File: src/rtl/tpic_chain_driver.sv
// Multi-chain serial driver for daisy-chained TPIC power shift registers.
// All chains share sclk/rck/en_n; each chain has its own serial data line.
module tpic_chain_driver #(
  parameter int WIDTH     = 16,
  parameter int CHAINS    = 1,
  parameter int HALF_PER  = 1,
  parameter int LSB_FIRST = 1,
  parameter int AUTO      = 0
) (
  input  logic                     clk,
  input  logic                     reset,
  input  logic                     start,
  input  logic [CHAINS*WIDTH-1:0]  data,
  input  logic                     oe,
  output logic                     sclk,
  output logic                     rck,
  output logic                     en_n,
  output logic [CHAINS-1:0]        sout,
  output logic                     busy,
  output logic                     done
);

  localparam int HW = $clog2(HALF_PER + 1);
  localparam int BW = $clog2(WIDTH);
  localparam logic [HW-1:0] HALF_LAST = HW'(HALF_PER - 1);
  localparam logic [BW-1:0] BIT_LAST  = BW'(WIDTH - 1);

  typedef enum logic [1:0] {S_IDLE, S_LOW, S_HIGH, S_LATCH} state_t;

  state_t                    state_q, state_d;
  logic [HW-1:0]             half_q, half_d;
  logic [BW-1:0]             bit_q, bit_d;
  logic [CHAINS*WIDTH-1:0]   sr_q, sr_d, shifted;
  logic [CHAINS-1:0]         sout_q, sout_d;
  logic                      sclk_q, sclk_d;
  logic                      rck_q, rck_d;
  logic                      en_n_q, en_n_d;
  logic                      busy_q, busy_d;
  logic                      done_q, done_d;
  logic                      pending_q, pending_d;

  function automatic logic [CHAINS*WIDTH-1:0] shift_all(input logic [CHAINS*WIDTH-1:0] v);
    logic [CHAINS*WIDTH-1:0] r;
    r = '0;
    for (int unsigned c = 0; c < CHAINS; c++) begin
      if (LSB_FIRST != 0) r[c*WIDTH +: WIDTH] = {1'b0, v[c*WIDTH+1 +: WIDTH-1]};
      else                r[c*WIDTH +: WIDTH] = {v[c*WIDTH +: WIDTH-1], 1'b0};
    end
    return r;
  endfunction

  function automatic logic [CHAINS-1:0] first_bits(input logic [CHAINS*WIDTH-1:0] v);
    logic [CHAINS-1:0] b;
    b = '0;
    for (int unsigned c = 0; c < CHAINS; c++) begin
      if (LSB_FIRST != 0) b[c] = v[c*WIDTH];
      else                b[c] = v[c*WIDTH + WIDTH - 1];
    end
    return b;
  endfunction

  always_comb begin
    state_d   = state_q;
    half_d    = half_q;
    bit_d     = bit_q;
    sr_d      = sr_q;
    sout_d    = sout_q;
    sclk_d    = sclk_q;
    rck_d     = rck_q;
    busy_d    = busy_q;
    done_d    = 1'b0;
    pending_d = pending_q;
    en_n_d    = ~oe;
    shifted   = shift_all(sr_q);

    // A request arriving during a frame is remembered once and served after done.
    if (AUTO == 0 && start && state_q != S_IDLE) pending_d = 1'b1;

    case (state_q)
      S_IDLE: begin
        if (start || pending_q || AUTO != 0) begin
          sr_d      = data;
          sout_d    = first_bits(data);
          bit_d     = '0;
          half_d    = '0;
          busy_d    = 1'b1;
          sclk_d    = 1'b0;
          pending_d = 1'b0;
          state_d   = S_LOW;
        end
      end
      S_LOW: begin
        if (half_q == HALF_LAST) begin
          half_d  = '0;
          sclk_d  = 1'b1;
          state_d = S_HIGH;
        end else begin
          half_d = half_q + 1'b1;
        end
      end
      S_HIGH: begin
        if (half_q == HALF_LAST) begin
          half_d = '0;
          sclk_d = 1'b0;
          if (bit_q < BIT_LAST) begin
            sr_d    = shifted;
            sout_d  = first_bits(shifted);
            bit_d   = bit_q + 1'b1;
            state_d = S_LOW;
          end else begin
            rck_d   = 1'b1;
            state_d = S_LATCH;
          end
        end else begin
          half_d = half_q + 1'b1;
        end
      end
      S_LATCH: begin
        if (half_q == HALF_LAST) begin
          half_d  = '0;
          rck_d   = 1'b0;
          busy_d  = 1'b0;
          done_d  = 1'b1;
          state_d = S_IDLE;
        end else begin
          half_d = half_q + 1'b1;
        end
      end
      default: state_d = S_IDLE;
    endcase
  end

  always_ff @(posedge clk or posedge reset) begin
    if (reset) begin
      state_q   <= S_IDLE;
      half_q    <= '0;
      bit_q     <= '0;
      sr_q      <= '0;
      sout_q    <= '0;
      sclk_q    <= 1'b0;
      rck_q     <= 1'b0;
      en_n_q    <= 1'b1;
      busy_q    <= 1'b0;
      done_q    <= 1'b0;
      pending_q <= 1'b0;
    end else begin
      state_q   <= state_d;
      half_q    <= half_d;
      bit_q     <= bit_d;
      sr_q      <= sr_d;
      sout_q    <= sout_d;
      sclk_q    <= sclk_d;
      rck_q     <= rck_d;
      en_n_q    <= en_n_d;
      busy_q    <= busy_d;
      done_q    <= done_d;
      pending_q <= pending_d;
    end
  end

  assign sclk = sclk_q;
  assign rck  = rck_q;
  assign en_n = en_n_q;
  assign sout = sout_q;
  assign busy = busy_q;
  assign done = done_q;

endmodule

File: config.mk
export PLATFORM = sky130hd
export DESIGN_NAME = tpic_chain_driver
export DESIGN_NICKNAME = d
export VERILOG_FILES = /design/src/rtl/tpic_chain_driver.sv
export SDC_FILE = /design/constraint.sdc
export NUM_CORES = 1
export LEC_CHECK = 0
export CORE_AREA = 2 2 58 60
export CTS_BUF_LIST = sky130_fd_sc_hd__clkbuf_16
export DETAILED_ROUTE_END_ITERATION = 8
export DIE_AREA = 0 0 60 62
export HOLD_SLACK_MARGIN = 0.12
export MAX_ROUTING_LAYER = met4
export PLACE_DENSITY = 0.81
export REMOVE_ABC_BUFFERS = 1
export SLEW_MARGIN = 10
export SYNTH_ARGS = -nofsm -noshare
export SYNTH_HDL_FRONTEND = slang
export SYNTH_SLANG_ARGS = --single-unit
File: constraint.sdc
create_clock -name clk -period 1.7 [get_ports clk]
set_clock_uncertainty 0.05 [all_clocks]
set_input_delay 0.255 -clock clk [delete_from_list [all_inputs] [get_ports clk]]
set_output_delay 0.255 -clock clk [all_outputs]
set_load 0.02 [all_outputs]
==> results.txt, run 1 <==
----------------------------------------------------
[Synthesis]
  Post-synth EDFFs ... 0
  Flop and latch count out of synthesis ... 28
  Primary flip-flop cell chosen by synthesis mapping ... sky130_fd_sc_hd__dfrtp_1
  Syn. warnings ... 0
  Share of synthesized registers carrying an async set or reset ... 100%
  Syn avg cell area ... 12.0 sq um
  Number of unique standard cell types used by synthesis ... 34
  Post-Syn Instances ... 110
  Sequential fraction of the synthesis area ... 53.3%
  Post-synthesis instance area ... 0.00132 sq mm

[Routing]
  Post-detailed-route DRC marker count ... 0
  Drt pass-1 iters ... 4
  Routed wire length ... 2810 um
  DR iter-0 viols ... 41
  Remaining number of nets flagged by the antenna check after routing ... 0
  Vias/cell ... 5.42
  Overall via count from detail_route ... 1029
  Average wire per cell in the routed design ... 14.8 um

[Worst setup path]
  Startpoint of the worst setup timing path ... bit_q[1]
  Arrival time of data at the critical path endpoint ... 1.71 ns
  Worst path max stage delay ... 0.43 ns
  Worst R2R Start ... bit_q[1]
  Cell-by-cell trace of the critical path ... ha_1 > and3_4 > or3_2 > o221a_2
  Library cell contributing the largest single delay on the critical path ... sky130_fd_sc_hd__dfrtp_1
  Endpoint type of the worst setup path ... flop
  Kind of start point of the critical path ... flop
  Required time at the endpoint of the critical path ... 1.80 ns
  Cell depth of the worst flop-to-flop path ... 4
  Register-to-register path setup slack ... 0.09 ns
  Startpoint-to-endpoint class of the critical path ... flop to flop
  Largest fanout on the critical path ... 20
  Reg-to-reg endpoint ... sr_q[4]

[Power]
  Net Switching ... 1.02 mW
  Switching part of the total power ... 31.6%
  Power density over the cells ... 1800 mW/mm^2
  Sequential share of power ... 36.1%
  Highest ir drop seen on vdd ... 0.00110 V
  Logic gate share of total power ... 42.6%
  Internal power contribution ... 2.21 mW
  Clock power frac ... 21.3%
  Leakage power total ... 0.739 nW

[Clock network]
  Clock tree root driver cell ... sky130_fd_sc_hd__clkbuf_16
  Clock Sinks ... 28
  Maximum root-to-sink buffer count ... 2
  CTS tree ... done
  Clock buffer count from CTS ... 3
  Later-pin clock latency in the skew report ... 0.26 ns
  Register clock-pin slew on the reported worst setup and hold paths ... 0.07 ns
  Htree depth ... 1

[Floorplanning]
  Area of the die ... 0.00372 sq mm
  Core box area ... 0.00318 sq mm
  Die width ... 60 um
  Number of primary I/O pins ... 26
  Total number of placement rows ... 21
  Effective utilization at floorplan ... 41.4%
  Die outline height ... 62 um

[Hold path]
  Worst hold stages ... 2
  Hold Path Class ... input port to flop
  Origin of the worst min-delay path ... oe
  Min-Delay Endpoint ... en_n

[Global route]
  Vias in the first global route ... 1071
  GRT Overall Usage ... 17.4%
  Global-route wire length before repair ... 4710 um
  Largest net degree at the start of global routing ... 21
  Initial antenna violation count ... 0
  Overflow left after global routing ... 0

[Layout]
  Area growth from synthesis to layout ... 36.0%
  Number of antenna cells inserted ... 0
  Filler Cells Inserted ... 262
  Total number of nets in the final design ... 166
  Cell area after layout ... 0.00179 sq mm
  Proportion of layout cells with a drive suffix above 1 ... 29.9%
  Final non-filler cell total ... 190

[Job]
  Maxcap violations ... 0

[Timing]
  Transition time at the pin with the least slew margin ... 0.394 ns
  Endpoints failing setup ... 0
  Count of final max-slew check failures ... 0
  Headroom to the max-slew limit ... 73.7%
  Final worst-path setup slack ... 0.0949 ns
  Final hold violation count ... 0
  Setup repair after global routing missed its margin ... false
  Final period util ... 94.4%
  Final min period ... 1.61 ns
  FMAX ... 623 MHz

[Placed design]
  Area after DPL ... 0.00165 sq mm
  Detailed Place HPWL ... 1990 um
  Total instance count after detailed placement ... 184
  Worst slack at placement ... -0.130 ns
  Buffers added on ports ... 25
  Final RePlAce weighted congestion ... 0.775

[Run status]
  Outcome ... finished clean

----------------------------------------------------
-- routing by layer --
metal | vias up | GRT usage [%] | routed length [um]
met2 | 32 | 29.2 | 1370
li1 | 494 | - | -
met1 | 499 | 21.1 | 1280
met3 | 4 | 4.97 | 147
met5 | - | - | 0
met4 | 0 | 3.49 | 22
-- placed cells by master, fill, tap and decap left out, types with 2 or more instances in the layout --
master and count:
sky130_fd_sc_hd__nand2_1 2, sky130_fd_sc_hd__o221a_2 15, sky130_fd_sc_hd__dfrtp_1 27, sky130_fd_sc_hd__inv_1 5, sky130_fd_sc_hd__a21oi_1 2, sky130_fd_sc_hd__nand3_1 2
sky130_fd_sc_hd__clkdlybuf4s50_1 24, sky130_fd_sc_hd__clkbuf_16 3, sky130_fd_sc_hd__nor2_1 7, sky130_fd_sc_hd__buf_4 10, sky130_fd_sc_hd__or3_1 9, sky130_fd_sc_hd__or3_2 6
sky130_fd_sc_hd__o21ai_0 8
-- through the flow --
stage / hold slack [ns] / power (mW) / TNS [ns] / utilization (%)
6_report: 0.417 / 3.23 / 0 / 56.4
5_1_grt: 0.431 / 3.45 / 0 / 56.4
4_1_cts: 0.417 / 3.19 / 0 / 55.6
3_5_place_dp: 0.385 / 2.45 / -1.84 / 51.8
3_3_place_gp: 0.370 / 2.37 / -0.906 / 51.8
2_1_floorplan: 0.231 / 1.98 / 0 / -
-- registers in the layout, indices dropped and copies added (netlist names) --
name / flops
bit_q: 4
busy: 1
done: 1
en_n: 1
pending_q: 1
rck: 1
sclk: 1
sr_q: 16
state_q: 2
-- kinds of logic (layout without fill, tap and decap cells) --
family / after synthesis / count (layout) / synth area share [%]
multiplexers: 1 / 1 / 0.760
flip-flops: 28 / 28 / 53.3
adder cells (fa/ha/maj): 1 / 1 / 0.950
AO/OA/AOI/OAI: 33 / 33 / 22.8
AND/OR/NAND/NOR: 35 / 35 / 16.7
buffers and inverters: 12 / 46 / 5.51
-- synthesized netlist by cell type (2+ instances only) --
cell	instances	area, sq um
sky130_fd_sc_hd__dfrtp_1	27	676
sky130_fd_sc_hd__o221a_2	15	169
sky130_fd_sc_hd__or3_1	9	56.3
sky130_fd_sc_hd__o21ai_0	8	40.0
sky130_fd_sc_hd__nor2_1	7	26.3
sky130_fd_sc_hd__or3_2	6	45.0
sky130_fd_sc_hd__inv_1	5	18.8
sky130_fd_sc_hd__buf_6	3	33.8
sky130_fd_sc_hd__a21oi_1	2	10.0
sky130_fd_sc_hd__clkbuf_1	2	7.51
sky130_fd_sc_hd__nand2_1	2	7.51
sky130_fd_sc_hd__nand3_1	2	10.0
-- cell type report --
type	count	area, sq um	area share, %
clock buffer	3	75.1	4.19
timing repair buffer	37	358	20.0
inverter	5	18.8	1.05
multi-input combinational	70	551	30.7
clock inverter	1	30.0	1.68
tap	46	57.6	3.21
sequential	28	702	39.2
-- worst max-delay path by stage --
stage	endpoint	slack [ns]
finish	sr_q[4]	0.09
global route	sr_q[7]	0.003
CTS	en_n	0.02
detailed placement	sr_q[11]	-0.13
global placement	sr_q[7]	-0.07
floorplan	sr_q[0]	0.11
-- power by group through the flow --
| stage | clock, mW | combinational (mW) | sequential, mW |
|---|---|---|---|
| finish | 0.689 | 1.38 | 1.16 |
| detailed placement | 0 | 1.28 | 1.16 |
| global route | 0.731 | 1.52 | 1.20 |
| global placement | 0 | 1.22 | 1.15 |
| floorplan | 0 | 0.790 | 1.19 |
| CTS | 0.703 | 1.32 | 1.16 |
-- worst max-delay path: cells and delay by family (launching register included) --
family / cells / cell delay [ns]
and+or+nand+nor: 2 / 0.67
DFF: 1 / 0.43
adders and majority gates: 1 / 0.22
AOI/OAI and AO/OA: 1 / 0.13
-- repair_timing --
action | CTS | global route
gates resized for setup | 1 | 1
pin swaps | 0 | 1
hold buffers | 1 | 0
setup buffers | 0 | 1
cloned | 0 | 0
hold endpoints to repair | 1 | 0
setup endpoints to repair | 15 | 16
Power figures use the tool's default switching activity.
==> run 2: changes to the inputs <==
--- a/config.mk
+++ b/config.mk
@@ -9,11 +9,12 @@
 export CTS_BUF_LIST = sky130_fd_sc_hd__clkbuf_16
 export DETAILED_ROUTE_END_ITERATION = 8
 export DIE_AREA = 0 0 60 62
-export HOLD_SLACK_MARGIN = 0.12
+export GPL_TIMING_DRIVEN = 0
+export HOLD_SLACK_MARGIN = 0.1
 export MAX_ROUTING_LAYER = met4
 export PLACE_DENSITY = 0.81
 export REMOVE_ABC_BUFFERS = 1
-export SLEW_MARGIN = 10
+export SLEW_MARGIN = 40
 export SYNTH_ARGS = -nofsm -noshare
 export SYNTH_HDL_FRONTEND = slang
 export SYNTH_SLANG_ARGS = --single-unit
==> results.txt, run 2 (same netlist as run 1, synthesis figures left out) <==
----------------------------------------------------
[Floorplanning]
  Die width ... 60 um (unchanged)
  Effective utilization at floorplan ... 41.4% (unchanged)
  Area of the die ... 0.00372 sq mm (unchanged)
  Core box area ... 0.00318 sq mm (unchanged)
  Number of primary I/O pins ... 26 (unchanged)
  Total number of placement rows ... 21 (unchanged)
  Die outline height ... 62 um (unchanged)

[Layout]
  Proportion of layout cells with a drive suffix above 1 ... 28.4% (-1.5 points)
  Largest registers ... sr_q (16), bit_q (4), state_q (2)
  Total number of nets in the final design ... 156 (-6.0%)
  Largest reg by FF count ... sr_q
  Leading cell types in the layout, fill and taps excluded ... sky130_fd_sc_hd__dfrtp_1, sky130_fd_sc_hd__clkdlybuf4s50_1, sky130_fd_sc_hd__o221a_2
  Number of antenna cells inserted ... 0 (unchanged)
  Area growth from synthesis to layout ... 29.1%
  Number of flip-flops in the largest register ... 16 (unchanged)
  Leading cell type in the layout, fill and taps excluded ... sky130_fd_sc_hd__dfrtp_1
  Filler Cells Inserted ... 278 (+6.1%)

[Routing]
  DR iter-0 viols ... 28 (-32%)
  Overall via count from detail_route ... 995 (-3.3%)
  Vias/cell ... 5.53 (+2.1%)
  Post-detailed-route DRC marker count ... 0 (unchanged)
  DR WL met3 ... 122 um (-17%)
  Remaining number of nets flagged by the antenna check after routing ... 0 (unchanged)
  Routed wire length ... 2720 um (-3.4%)
  Detailed-route wire length on metal 1 ... 1260 um (-1.2%)
  Average wire per cell in the routed design ... 15.1 um (+2.0%)
  Highest metal layer used by the detailed router ... met4
  Met2 layer wire length in the routed design ... 1320 um (-3.2%)
  Drt pass-1 iters ... 4 (unchanged)

[Clock network]
  Clock Sinks ... 28 (unchanged)
  Htree depth ... 1 (unchanged)
  Later-pin clock latency in the skew report ... 0.26 ns (about the same)
  Maximum root-to-sink buffer count ... 2 (unchanged)
  Clock buffer count from CTS ... 3 (unchanged)
  CTS tree ... done
  Register clock-pin slew on the reported worst setup and hold paths ... 0.06 ns (about the same)
  Clock tree root driver cell ... sky130_fd_sc_hd__clkbuf_16
  Total of hold buffers inserted after clock tree synthesis ... 0 (-1)

[Power]
  Leakage power total ... 0.672 nW (-9.1%)
  Power density over the cells ... 1760 mW/mm^2 (-2.5%)
  Clock power frac ... 17.4% (-3.9 points)
  Logic gate share of total power ... 41.8% (-0.8 points)
  Net Switching ... 1.01 mW (-1.1%)
  Internal power contribution ... 1.98 mW (-10%)
  Switching part of the total power ... 33.8% (+2.2 points)
  Sequential share of power ... 40.8% (+4.7 points)
  Highest ir drop seen on vdd ... 0.000896 V (-19%)
  Total power ... 2.99 mW (-7.5%)

[Timing]
  Setup repair after global routing missed its margin ... false
  Final hold violation count ... 0 (unchanged)
  Headroom to the max-slew limit ... 54.3% (-19 points)
  Transition time at the pin with the least slew margin ... 0.686 ns (+0.292 ns)
  FMAX ... 609 MHz (-2.2%)
  Final period util ... 96.6% (+2.2 points)
  Count of final max-slew check failures ... 0 (unchanged)
  Endpoints failing setup ... 0 (unchanged)
  Final worst-path setup slack ... 0.0582 ns (-0.0367 ns)
  Final min period ... 1.64 ns (+0.0367 ns)

[Worst setup path]
  Arrival time of data at the critical path endpoint ... 1.73 ns (+0.02 ns)
  Kind of start point of the critical path ... flop
  Endpoint type of the worst setup path ... flop
  Startpoint-to-endpoint class of the critical path ... flop to flop
  Largest fanout on the critical path ... 10 (-50%)
  Required time at the endpoint of the critical path ... 1.79 ns (about the same)

[Global route]
  GRT Overall Usage ... 15.9% (-1.5 points)
  Largest net degree at the start of global routing ... 29 (+38%)
  Initial antenna violation count ... 0 (unchanged)
  Vias in the first global route ... 917 (-14%)
  Overflow left after global routing ... 0 (unchanged)
  Global-route wire length before repair ... 4310 um (-8.5%)

[Placed design]
  Detailed Place HPWL ... 1810 um (-8.8%)
  Worst slack at placement ... -0.207 ns (-0.0769 ns)
  Final RePlAce weighted congestion ... 0.757 (-2.3%)
  Buffers added on ports ... 25 (unchanged)

[Job]
  Maxcap violations ... 0 (unchanged)

[Run status]
  Outcome ... finished clean

[Hold path]
  Hold Path Class ... input port to async pin

----------------------------------------------------
==> run 2: changes by cell type in the layout (fill, tap and decap cells not counted), sizes merged <==
cell / change
clkinv: +1
bufinv: -1
dlygate4sd3: -1
and3: +1
buf: -10
==> run 2: per-stage QoR <==
step / instances / TNS [ns] / hold slack [ns] / instance area (sq um) / utilization, %
CTS: 178 / 0 / 0.351 / 1660 / 52.3
detailed placement: 174 / -3.00 / 0.450 / 1580 / 49.5
global placement: 174 / -6.40 / 0.437 / 1570 / 49.4
finish: 180 / 0 / 0.327 / 1700 / 53.5
global route: 180 / 0 / 0.376 / 1700 / 53.5
floorplan: 103 / 0 / 0.231 / 1260 / -
==> run 2: area by class of cell <==
cell class	count	area (sq um)	area share [%]
inverter	5	18.8	1.10
tap	46	57.6	3.38
clock inverter	1	3.75	0.221
clock buffer	3	75.1	4.42
timing repair buffer	26	273	16.0
multi-input combinational	71	568	33.4
sequential	28	704	41.4
==> run 2: worst paths after layout <==
path	startpoint	end	slack, ns	cells after the start
max	bit_q[0]	sr_q[4]	0.06	4
min	reset	sr_q[8]	0.33	2
max reg2reg	bit_q[0]	sr_q[4]	0.06	4
min reg2reg	rck	rck	0.46	2
max in group asynchronous	reset	state_q[1]	0.87	2
min in group clk	oe	en_n	0.42	2
==> run 2: power groups by stage <==
stage | sequential (mW) | clock (mW) | combinational, mW
final | 1.22 | 0.520 | 1.25
after global routing | 1.26 | 0.561 | 1.36
after CTS | 1.21 | 0.537 | 1.18
after detailed placement | 1.22 | 0 | 1.14
after global placement | 1.19 | 0 | 1.09
after floorplan | 1.19 | 0 | 0.790
==> run 2: critical path, stage by stage (launching register included) <==
cell                      delay [ns]
sky130_fd_sc_hd__dfrtp_2        0.45
sky130_fd_sc_hd__ha_2           0.24
sky130_fd_sc_hd__and3_4         0.23
sky130_fd_sc_hd__or3_2          0.42
sky130_fd_sc_hd__o221a_2        0.14
==> run 2: repair_timing <==
| item | CTS | global route |
|---|---|---|
| gates resized for setup | 2 | 4 |
| cloned | 0 | 1 |
| setup endpoints to repair | 15 | 16 |
| pin swaps | 0 | 1 |
| setup buffers | 0 | 1 |
==> run 2: per-layer routing <==
layer / track usage (%) / vias up
li1: - / 470
met1: 20.3 / 503
met2: 25.6 / 20
met3: 3.52 / 2
met4: 4.76 / 0
met5: - / -
